$ cat src/rtl/dma_request_arbiter.sv
// Two-channel DMA request arbiter: negotiates the processor bus via HREQ/HACK,
// grants one IO device at a time and tracks the programmed word count.
// Define DMA_ROUND_ROBIN_EN to replace fixed ch1 priority with round-robin.
module dma_request_arbiter #(
    parameter int CNT_W = 8
) (
    input  logic             clk,
    input  logic             reset,
    input  logic             DREQ1,
    input  logic             DREQ2,
    input  logic             HACK,
    input  logic             xfer_done,
    input  logic             cnt_load,
    input  logic [CNT_W-1:0] cnt_in,
    output logic             HREQ,
    output logic             DACK1,
    output logic             DACK2,
    output logic             chan,
    output logic [CNT_W-1:0] word_count,
    output logic             busy,
    output logic             tc
);

    typedef enum logic [1:0] {
        IDLE     = 2'd0,
        HOLD_REQ = 2'd1,
        GRANT    = 2'd2,
        RELEASE  = 2'd3
    } state_e;

    state_e           state_q, state_d;
    logic             chan_q, chan_d;
    logic [CNT_W-1:0] wc_q, wc_d;
    logic             hreq_q, hreq_d;
    logic             dack1_q, dack1_d;
    logic             dack2_q, dack2_d;
    logic             busy_q, busy_d;
    logic             tc_q, tc_d;

    logic             chosen_req;
    logic             wc_zero;
    logic             wc_one;
    logic             pick;

`ifdef DMA_ROUND_ROBIN_EN
    // Last channel that reached GRANT: 0 = ch1, 1 = ch2.
    logic last_q, last_d;
`endif

    assign chosen_req = chan_q ? DREQ2 : DREQ1;
    assign wc_zero    = (wc_q == '0);
    assign wc_one     = (wc_q == CNT_W'(1));

    // Channel selected when leaving IDLE.
`ifdef DMA_ROUND_ROBIN_EN
    assign pick = (DREQ1 && DREQ2) ? ~last_q : ~DREQ1;
`else
    assign pick = ~DREQ1;
`endif

    always_comb begin
        // NOTE: every next-state signal gets a default first so no path leaves it unassigned (no latches).
        state_d = state_q;
        chan_d  = chan_q;
        wc_d    = wc_q;
        tc_d    = 1'b0;
`ifdef DMA_ROUND_ROBIN_EN
        last_d  = last_q;
`endif

        unique case (state_q)
            IDLE: begin
                if (cnt_load) begin
                    wc_d = cnt_in;
                end
                if (!wc_zero && (DREQ1 || DREQ2)) begin
                    state_d = HOLD_REQ;
                    chan_d  = pick;
                end
            end

            HOLD_REQ: begin
                if (!chosen_req) begin
                    state_d = RELEASE;
                end else if (HACK) begin
                    state_d = GRANT;
`ifdef DMA_ROUND_ROBIN_EN
                    last_d  = chan_q;
`endif
                end
            end

            GRANT: begin
                // A revoked bus wins over everything else; the count is preserved.
                if (!HACK) begin
                    state_d = IDLE;
                end else if (xfer_done && !wc_zero) begin
                    wc_d = wc_q - CNT_W'(1);
                    if (wc_one) begin
                        tc_d    = 1'b1;
                        state_d = RELEASE;
                    end else if (!chosen_req) begin
                        state_d = RELEASE;
                    end
                end else if (!chosen_req) begin
                    state_d = RELEASE;
                end
            end

            RELEASE: begin
                if (!HACK) begin
                    state_d = IDLE;
                end
            end

            default: state_d = IDLE;
        endcase

        // Outputs are registered from the next state so they line up with the state edge.
        hreq_d  = (state_d == HOLD_REQ) || (state_d == GRANT);
        dack1_d = (state_d == GRANT) && !chan_d;
        dack2_d = (state_d == GRANT) &&  chan_d;
        busy_d  = (state_d != IDLE);
    end

    always_ff @(posedge clk) begin
        // NOTE: sequential state uses non-blocking assignments so all registers update from pre-edge values.
        if (reset) begin
            state_q <= IDLE;
            chan_q  <= 1'b0;
            wc_q    <= '0;
            hreq_q  <= 1'b0;
            dack1_q <= 1'b0;
            dack2_q <= 1'b0;
            busy_q  <= 1'b0;
            tc_q    <= 1'b0;
        end else begin
            state_q <= state_d;
            chan_q  <= chan_d;
            wc_q    <= wc_d;
            hreq_q  <= hreq_d;
            dack1_q <= dack1_d;
            dack2_q <= dack2_d;
            busy_q  <= busy_d;
            tc_q    <= tc_d;
        end
    end

`ifdef DMA_ROUND_ROBIN_EN
    // Reset points at ch2 so ch1 wins the first contested arbitration.
    always_ff @(posedge clk) begin
        if (reset) begin
            last_q <= 1'b1;
        end else begin
            last_q <= last_d;
        end
    end
`endif

    assign HREQ       = hreq_q;
    assign DACK1      = dack1_q;
    assign DACK2      = dack2_q;
    assign chan       = chan_q;
    assign word_count = wc_q;
    assign busy       = busy_q;
    assign tc         = tc_q;

endmodule

$ cat config.mk
export PLATFORM = sky130hd
export DESIGN_NAME = dma_request_arbiter
export DESIGN_NICKNAME = d
export VERILOG_FILES = /design/src/rtl/dma_request_arbiter.sv
export SDC_FILE = /design/constraint.sdc
export NUM_CORES = 1
export LEC_CHECK = 0
export ABC_CLOCK_PERIOD_IN_PS = 2000
export BUFFER_PORTS_ARGS = -buffer_cell sky130_fd_sc_hd__buf_2
export CELL_PAD_IN_SITES_DETAIL_PLACEMENT = 1
export CELL_PAD_IN_SITES_GLOBAL_PLACEMENT = 2
export CORE_AREA = 5 5 64 66
export DETAILED_ROUTE_END_ITERATION = 7
export DIE_AREA = 0 0 69 71
export PLACE_DENSITY = 0.77
export REMOVE_ABC_BUFFERS = 1
export SYNTH_ARGS = -nofsm -noshare
export SYNTH_HDL_FRONTEND = slang
export SYNTH_SLANG_ARGS = --single-unit
$ cat constraint.sdc
create_clock -name clk -period 2 [get_ports clk]
set_input_delay 0.3 -clock clk [delete_from_list [all_inputs] [get_ports clk]]
set_output_delay 0.3 -clock clk [all_outputs]
set_load 0.03 [all_outputs]
* Word-level counts from Yosys, hierarchy flattened
Cells that the tools add are included.
** Storage, ports and cells
- Bits in registers :: 16
- Bits of input ports :: 15
- Logic and storage cells :: 53
** Operators by class
- Eq/ne operators :: 9
- $add $sub $neg :: 1
- Bitwise operators :: 4
- Reduce and logical (&&, ||, !) cells :: 14
- Multiplexer cells :: 17
** Operator list (number)
- $mux 8 :: 3
- $mux 2 :: 8
- $pmux 8 s2 :: 1
- $eq 8x1->1 const B :: 1
- $logic_not 8->1 :: 1
- $pmux 2 s4 :: 1
- $sub 8x1->8 const B :: 1
- $eq 2x2->1 const B :: 3
- $ne 2x2->1 const B :: 3
- $eq 2x1->1 const B :: 2
- $logic_and 1x1->1 :: 4
- $mux 1 :: 4
- $not 1->1 :: 4
- $reduce_and 4->1 :: 1
- $reduce_bool 2->1 :: 2
- $reduce_or 4->1 :: 1
- $logic_not 1->1 :: 2
- $logic_not 2->1 :: 1
- $logic_or 1x1->1 :: 2

* Longest topological paths before layout
Gate-level depths: netlist of run 1.
- Depth in word-level cells :: 8
- Mapped depth :: 8

* Worst setup path before layout of run 1
OpenSTA, ideal clock, no wires.
- Path type :: register -> register
- Start point :: register wc_q[0] (netlist: word_count[0])
- End point :: register wc_q[0] (netlist: word_count[0])
- Data arrival time :: 1909 ps
- Required time :: 1881 ps
- Clock period less this slack :: 2027 ps
- Slack :: -27 ps
- Cell stages (with the launch flop) :: 9
- Cell sequence :: dfxtp_1 > inv_1 > ha_1 > nor3b_1 > a211o_1 > buf_6 > and2_4 > buf_6 > o221a_2
** On the way
- Word-level cells in the longest chain between the ends :: 5
** RTL lines
- start: declaration :: line 33 : logic [CNT_W-1:0] wc_q, wc_d;
- start signal: assignment :: line 140 : wc_q <= wc_d;
- parallel branches: the longest is 5 deep, another holds $sub 8x1->8
Parallel ways; which one is timed is not known. The select of a mux whose other input is x is not followed.
A chain may end at the register's enable or synchronous reset.

* Final worst setup path of run 1
- Start point :: register wc_q[6] (netlist: word_count[6])
- End point :: register dack2_q (netlist: DACK2)
** On the way
- Word-level cells in the longest chain between the ends :: 8
** RTL lines
- $logic_not 8->1 :: line 51 : assign wc_zero = (wc_q == '0);
- $logic_not 1->1 :: line 76, 97
- $logic_and 1x1->1 :: line 97 : end else if (xfer_done && !wc_zero) begin
- $mux 2 :: line 97
- $mux 2 :: line 95 : if (!HACK) begin
- $pmux 2 s4 :: line 71 : unique case (state_q)
- $eq 2x2->1 :: line 122 : dack2_d = (state_d == GRANT) && chan_d;
- $logic_and 1x1->1 (*) :: line 122
- end signal: assignment :: line 143 : dack2_q <= dack2_d;
- end: declaration :: line 36 : logic dack2_q, dack2_d;
Every way passes the cells marked *; elsewhere a longest branch is shown, timed or not.

==> results_dict.tcl, run 1 <==
set metrics [dict create \
    async_flop_share 0 \
    path_max_fanout 5 \
    timing.critical_path.depth 5 \
    grt_pass1_vias 1018 \
    met3_usage 0.0213 \
    crit_chain "or4_4 > o311ai_4 > a32oi_2 > ha_1 > nor3b_1" \
    critPathBufInv 0 \
    crit_required_ns 2.18 \
    grtUsageTotal 0.125 \
    end_kind "flip-flop" \
    cts_tree "yes" \
    layout_worst_path_cycle_share 0.940 \
    numPortBuffers 28 \
    final_common_cell "buf_2" \
    tns_ns 0 \
    die_h_um 71 \
    h-tree-depth 1 \
    grt_first_pass_wirelength_mm 4.95 \
    hold_viol 0 \
    rsz0062_at_grt "no" \
    fin_crit_ns 1.88 \
    rows 22 \
    drcViolationCount 0 \
    dieArea_sq_um 4900 \
    r2r_end "DACK2$_SDFF_PP0_" \
    dpl.hpwl_mm 2.23 \
    p_per_area_nw_per_um2 1380 \
    rrSetupSlack_ns 0.12 \
    layout.nets 166 \
    place_congestion 0.833 \
    gr-usage-met2 0.230 \
    yosysTopAreaCellShare 0.333 \
    worst_pin_slew_ns 0.391 \
    syn_area_sq_um 962 \
    path_clk_slew_ns 0.11 \
    worst_path_max_delay_cell "or4_4" \
    setup_viol_count_final 0 \
    cap_violations 0 \
    clkLatencyLatePin_ns 0.29 \
    worst_slack_ns 0.121 \
    diodes 0 \
    outcome "finished clean" \
    area_growth_pct 31.1 \
    clk_path_buf_depth 2 \
    coreArea_sq_um 3520 \
    cts_made_buffers 3 \
    syn_area_per_cell_sq_um 8.75 \
    p_leak_nw 0.560 \
    worstHoldPathCells 3 \
    crit_family "simple AND/OR/NAND/NOR gates" \
    overflow 0 \
    drv_slew 0 \
    yosysTopAreaCell "dfxtp_1" \
    cp_slowest_stage_delay_ns 0.56 \
    fmax_mhz 532 \
    critPathKind "flip-flop to flip-flop" \
    netlist_instances 110 \
    yosys_warnings 0 \
    fp.dieW_um 69 \
    use_met1 0.147 \
    cts_sinks 16 \
    clk_root_buffer_cell "clkbuf_4" \
    postRouteAntennaNets 0 \
    finalClockSkew_ns 0.00652 \
    drive_above_1_share 0.401 \
    viasPerCell 5.08 \
    r2r_start "word_count[6]$_SDFFE_PP0P_" \
    synth-seq-area-share 0.333 \
    power_mw 1.74 \
    first_pass_iters 4 \
    wire_per_inst_um 15.3 \
    vias 990 \
    synth.area.top_cells "dfxtp_1 33%, a21oi_1 6.2%, o32ai_1 4.6%, ha_1 3.9%, nor3b_1 3.9%" \
    wl_mm 2.98 \
    antenna_found_initial 0 \
    grt.busiest_layer "met2" \
    crit_path_start_kind "flip-flop" \
    fillers 462 \
    layout_common_cells "28 x buf_2, 15 x dfxtp_1, 12 x a21oi_1" \
    ys_types 43 \
    io_pins 29 \
    max-vdd-ir-drop_mv 0.396 \
    worstPathArrival_ns 2.06 \
    worst_setup_path_startpoint "word_count[6]$_SDFFE_PP0P_" \
    r2r_cells 5 \
    place_ws_ns 0.107 \
    drtIter0Drc 18 \
    grt_max_degree 16 \
    ys_seq_elements 16 \
    start_util 0.273 \
    ys.flop_type "dfxtp_1" \
    hp-class "primary input to flip-flop" \
    synth_edf_count 0 \
    slew_headroom 0.737 \
    crit_end "DACK2$_SDFF_PP0_" \
]
==> worst min-delay path, stage by stage <==
cell and delay (ns):
buf_2 0.11, o2bb2ai_2 0.13, nor2_1 0.04
==> worst min-delay path by stage <==
stage                                     from                          to  slack [ns]
finish                                   DREQ1             chan$_SDFF_PP0_        0.33
global route                         cnt_in[6]  word_count[6]$_SDFFE_PP0P_        0.36
CTS                                  cnt_in[6]  word_count[6]$_SDFFE_PP0P_        0.33
detailed placement  word_count[7]$_SDFFE_PP0P_  word_count[7]$_SDFFE_PP0P_        0.49
global placement    word_count[7]$_SDFFE_PP0P_  word_count[7]$_SDFFE_PP0P_        0.48
floorplan                                reset             busy$_SDFF_PP0_        0.36
==> power by group <==
group / internal [mW] / total [mW] / switching, mW
Sequential: 0.408 / 0.474 / 0.0661
Combinational: 0.430 / 1.05 / 0.617
Clock: 0.111 / 0.224 / 0.114
Total: 0.948 / 1.74 / 0.796
==> cell families after synthesis <==
kind of cell | count (synthesis) | share of synthesized area
mux | 1 | 0.0117
flops | 16 | 0.333
simple gates | 39 | 0.239
compound gates | 37 | 0.306
fa+ha+maj | 3 | 0.0390
buf+inv | 14 | 0.0715
==> timing repair <==
item                       in CTS  in global routing
hold buffers                    0                  0
setup endpoints to repair       0                  4
gates resized for setup         0                  4
setup buffers                   0                  2
==> sequential cells by signal, indices dropped and copies added (netlist names) <==
name	cells
DACK1	1
busy	1
tc	1
HREQ	1
chan	1
state_q	2
DACK2	1
word_count	8
==> layout make-up <==
type / instances / area, sq um / area share
clock buffers: 4 / 36.3 / 0.0288
well taps: 48 / 60.1 / 0.0476
repair buffers: 39 / 223 / 0.177
flip-flops and latches: 16 / 322 / 0.255
inverters: 8 / 30.0 / 0.0238
multi-input cells: 80 / 591 / 0.468
==> cell usage after synthesis, types with 2 or more instances <==
cell type  count
dfxtp_1       16
buf_6          2
nand2_1        7
clkbuf_1       3
nor3_1         4
nand2b_1       2
o32ai_1        5
nor4_1         2
nor2_1         6
nor3b_1        5
inv_1          8
o21ai_0        4
a22oi_1        3
ha_1           3
a21oi_1       12
==> layer usage <==
layer / up-vias / routed length (um) / share of wire
li1: 483 / - / -
met1: 488 / 1330 / 0.45
met2: 17 / 1510 / 0.51
met3: 2 / 110 / 0.037
met4: 0 / 21 / 0.0071
met5: - / 0 / 0
==> metrics by stage <==
step / instances / utilization / instance area, sq um / hold slack [ns]
6_report: 195 / 0.358 / 1260 / 0.335
5_1_grt: 195 / 0.358 / 1260 / 0.355
4_1_cts: 193 / 0.348 / 1230 / 0.332
3_5_place_dp: 189 / 0.338 / 1190 / 0.493
3_3_place_gp: 189 / 0.338 / 1190 / 0.476
2_1_floorplan: 104 / - / 923 / 0.362
(Power assumes the default switching activity.)
==> inputs of run 2 (changes only) <==
ABC_CLOCK_PERIOD_IN_PS = 1700   (was 2000)
CORE_AREA = 5 5 66 68   (was 5 5 64 66)
CTS_BUF_LIST = sky130_fd_sc_hd__clkbuf_8   (was not set)
DIE_AREA = 0 0 71 73   (was 0 0 69 71)
PLACE_DENSITY = 0.75   (was 0.77)
RECOVER_POWER = 100   (was not set)
clock period = 1.7 ns   (was 2 ns; I/O delays follow)
==> run 2 against run 1 <==
Effect of this change: the run now ends with setup timing left; design area increased by 17%; sequential share of layout area down 3.6 points; die area increased by 5.8%; via count increased by 8.4%; register-to-register slack got worse by 0.21 ns; clock skew down 0.0038 ns; global-route usage rose by 2.4 points; clock power increased by 54%; non-clock buffer count grew 16; final cell count is 9.2% higher; first-iteration DRC count rose by 33%; routed wire length is 22% higher; critical endpoint unchanged.
==> results_dict.tcl, run 2 (synthesis gave the netlist of run 1 again) <==
set metrics [dict create \
    area_growth_pct 53.6 \
    hold_slack_ns 0.343 \
    fmax_mhz 557 \
    wl_mm 3.64 \
    rsz0062_at_grt "yes" \
    cp_slowest_stage_delay_ns 0.55 \
    critPathKind "flip-flop to flip-flop" \
    finalNonFillerCells 213 \
    grt_pass1_vias 1212 \
    hp-start "cnt_in[4]" \
    top_layer "met4" \
    drtIter0Drc 24 \
    wl_met1_mm 1.52 \
    grt_max_degree 16 \
    start_util 0.253 \
    diodes 0 \
    clkLatencyLatePin_ns 0.25 \
    slew_headroom 0.747 \
    path_clk_slew_ns 0.07 \
    h-tree-depth 1 \
    layout_common_cells "26 x buf_4, 14 x buf_2, 14 x clkbuf_1" \
    place_congestion 0.798 \
    cts_sinks 16 \
    max-vdd-ir-drop_mv 0.339 \
    first_pass_iters 4 \
    path_max_fanout 2 \
    coreArea_sq_um 3800 \
    clk_root_buffer_cell "clkbuf_8" \
    worst_pin_slew_ns 0.381 \
    worst_setup_path_startpoint "word_count[3]$_SDFFE_PP0P_" \
    grt_first_pass_wirelength_mm 6.02 \
    viasPerCell 5.04 \
    dp.cells 208 \
    violations "setup timing" \
    die_h_um 73 \
    rows 23 \
    numPortBuffers 28 \
    antenna_found_initial 0 \
    io_pins 29 \
    p_per_area_nw_per_um2 1690 \
    dieArea_sq_um 5180 \
    r2r_start "word_count[3]$_SDFFE_PP0P_" \
    cts_made_buffers 3 \
    wire_per_inst_um 17.1 \
    finalClockSkew_ns 0.00270 \
    crit_required_ns 1.84 \
    drcViolationCount 0 \
    largest_reg_flops 8 \
    grtUsageTotal 0.149 \
    worst_path_max_delay_cell "or4bb_4" \
    route.met3.wl_um 162 \
    cap_violations 0 \
    multi_input_area_sq_um 683 \
    drv_slew 0 \
    vias 1073 \
    hp-class "primary input to flip-flop" \
    cts_tree "yes" \
    fillers 486 \
    fin_crit_ns 1.79 \
    crit_family "simple AND/OR/NAND/NOR gates" \
    worst_slack_ns -0.0938 \
    hold_viol 0 \
    wl_met2_mm 1.89 \
    overflow 0 \
    layout.nets 182 \
    crit_path_start_kind "flip-flop" \
    clk_path_buf_depth 2 \
    final_common_cell "buf_4" \
    critPathBufInv 0 \
    layout_worst_path_cycle_share 1.06 \
    crit_chain "or4bb_4 > o311ai_4 > a32oi_2 > ha_4 > nor3b_1" \
    drive_above_1_share 0.479 \
    worstPathArrival_ns 1.93 \
    dpl.hpwl_mm 2.63 \
    cts_hold_buf 0 \
    outcome "finished, violations left" \
    p_leak_nw 0.598 \
    end_kind "flip-flop" \
    setup_viol_count_final 3 \
    final-seq-area_sq_um 324 \
    fp.dieW_um 71 \
    postRouteAntennaNets 0 \
]
run 2: cell type report:
cell class / count / area share
Clock buffer: 4 / 0.0373
Timing Repair Buffer: 55 / 0.218
Tap cell: 50 / 0.0423
Sequential cell: 16 / 0.219
Inverter: 8 / 0.0203
Multi-Input combinational cell: 80 / 0.462
run 2: power breakdown:
group | internal, mW | switching (mW)
sequential | 0.483 | 0.0742
combinational | 0.723 | 0.875
clock | 0.206 | 0.141
run 2: per-stage QoR:
stage               setup slack, ns  total power [mW]  TNS, ns  cell area [sq um]   util
floorplan                    -0.238              1.35    -2.25                923      -
global placement            -0.0721              1.92   -0.228               1320  0.348
detailed placement           -0.110              1.96   -0.437               1320  0.348
CTS                          -0.111              2.39   -0.467               1410  0.370
global route                 -0.132              2.69   -0.616               1480  0.389
finish                      -0.0938              2.50   -0.266               1480  0.389
run 2: what timing repair did:
item	CTS	global route
setup buffers	1	1
setup endpoints to repair	12	14
pin swaps	2	11
cloned	0	0
resized for setup	5	23
run 2: metal layers:
layer  track usage  vias up
met4        0.0710        0
li1              -      514
met2         0.280       28
met3        0.0234        5
met5             0        -
met1         0.163      526
run 2: tightest hold or removal path, delay by kind of cell:
family	cells	cell delay, ns
buf+inv	1	0.10
compound gates	2	0.20
run 2: final timing paths:
kind	cells past startpoint	end	slack (ns)
max	5	DACK2$_SDFF_PP0_	-0.09
max reg2reg	5	DACK2$_SDFF_PP0_	-0.09
min reg2reg	2	chan$_SDFF_PP0_	0.59
min	3	word_count[4]$_SDFFE_PP0P_	0.34
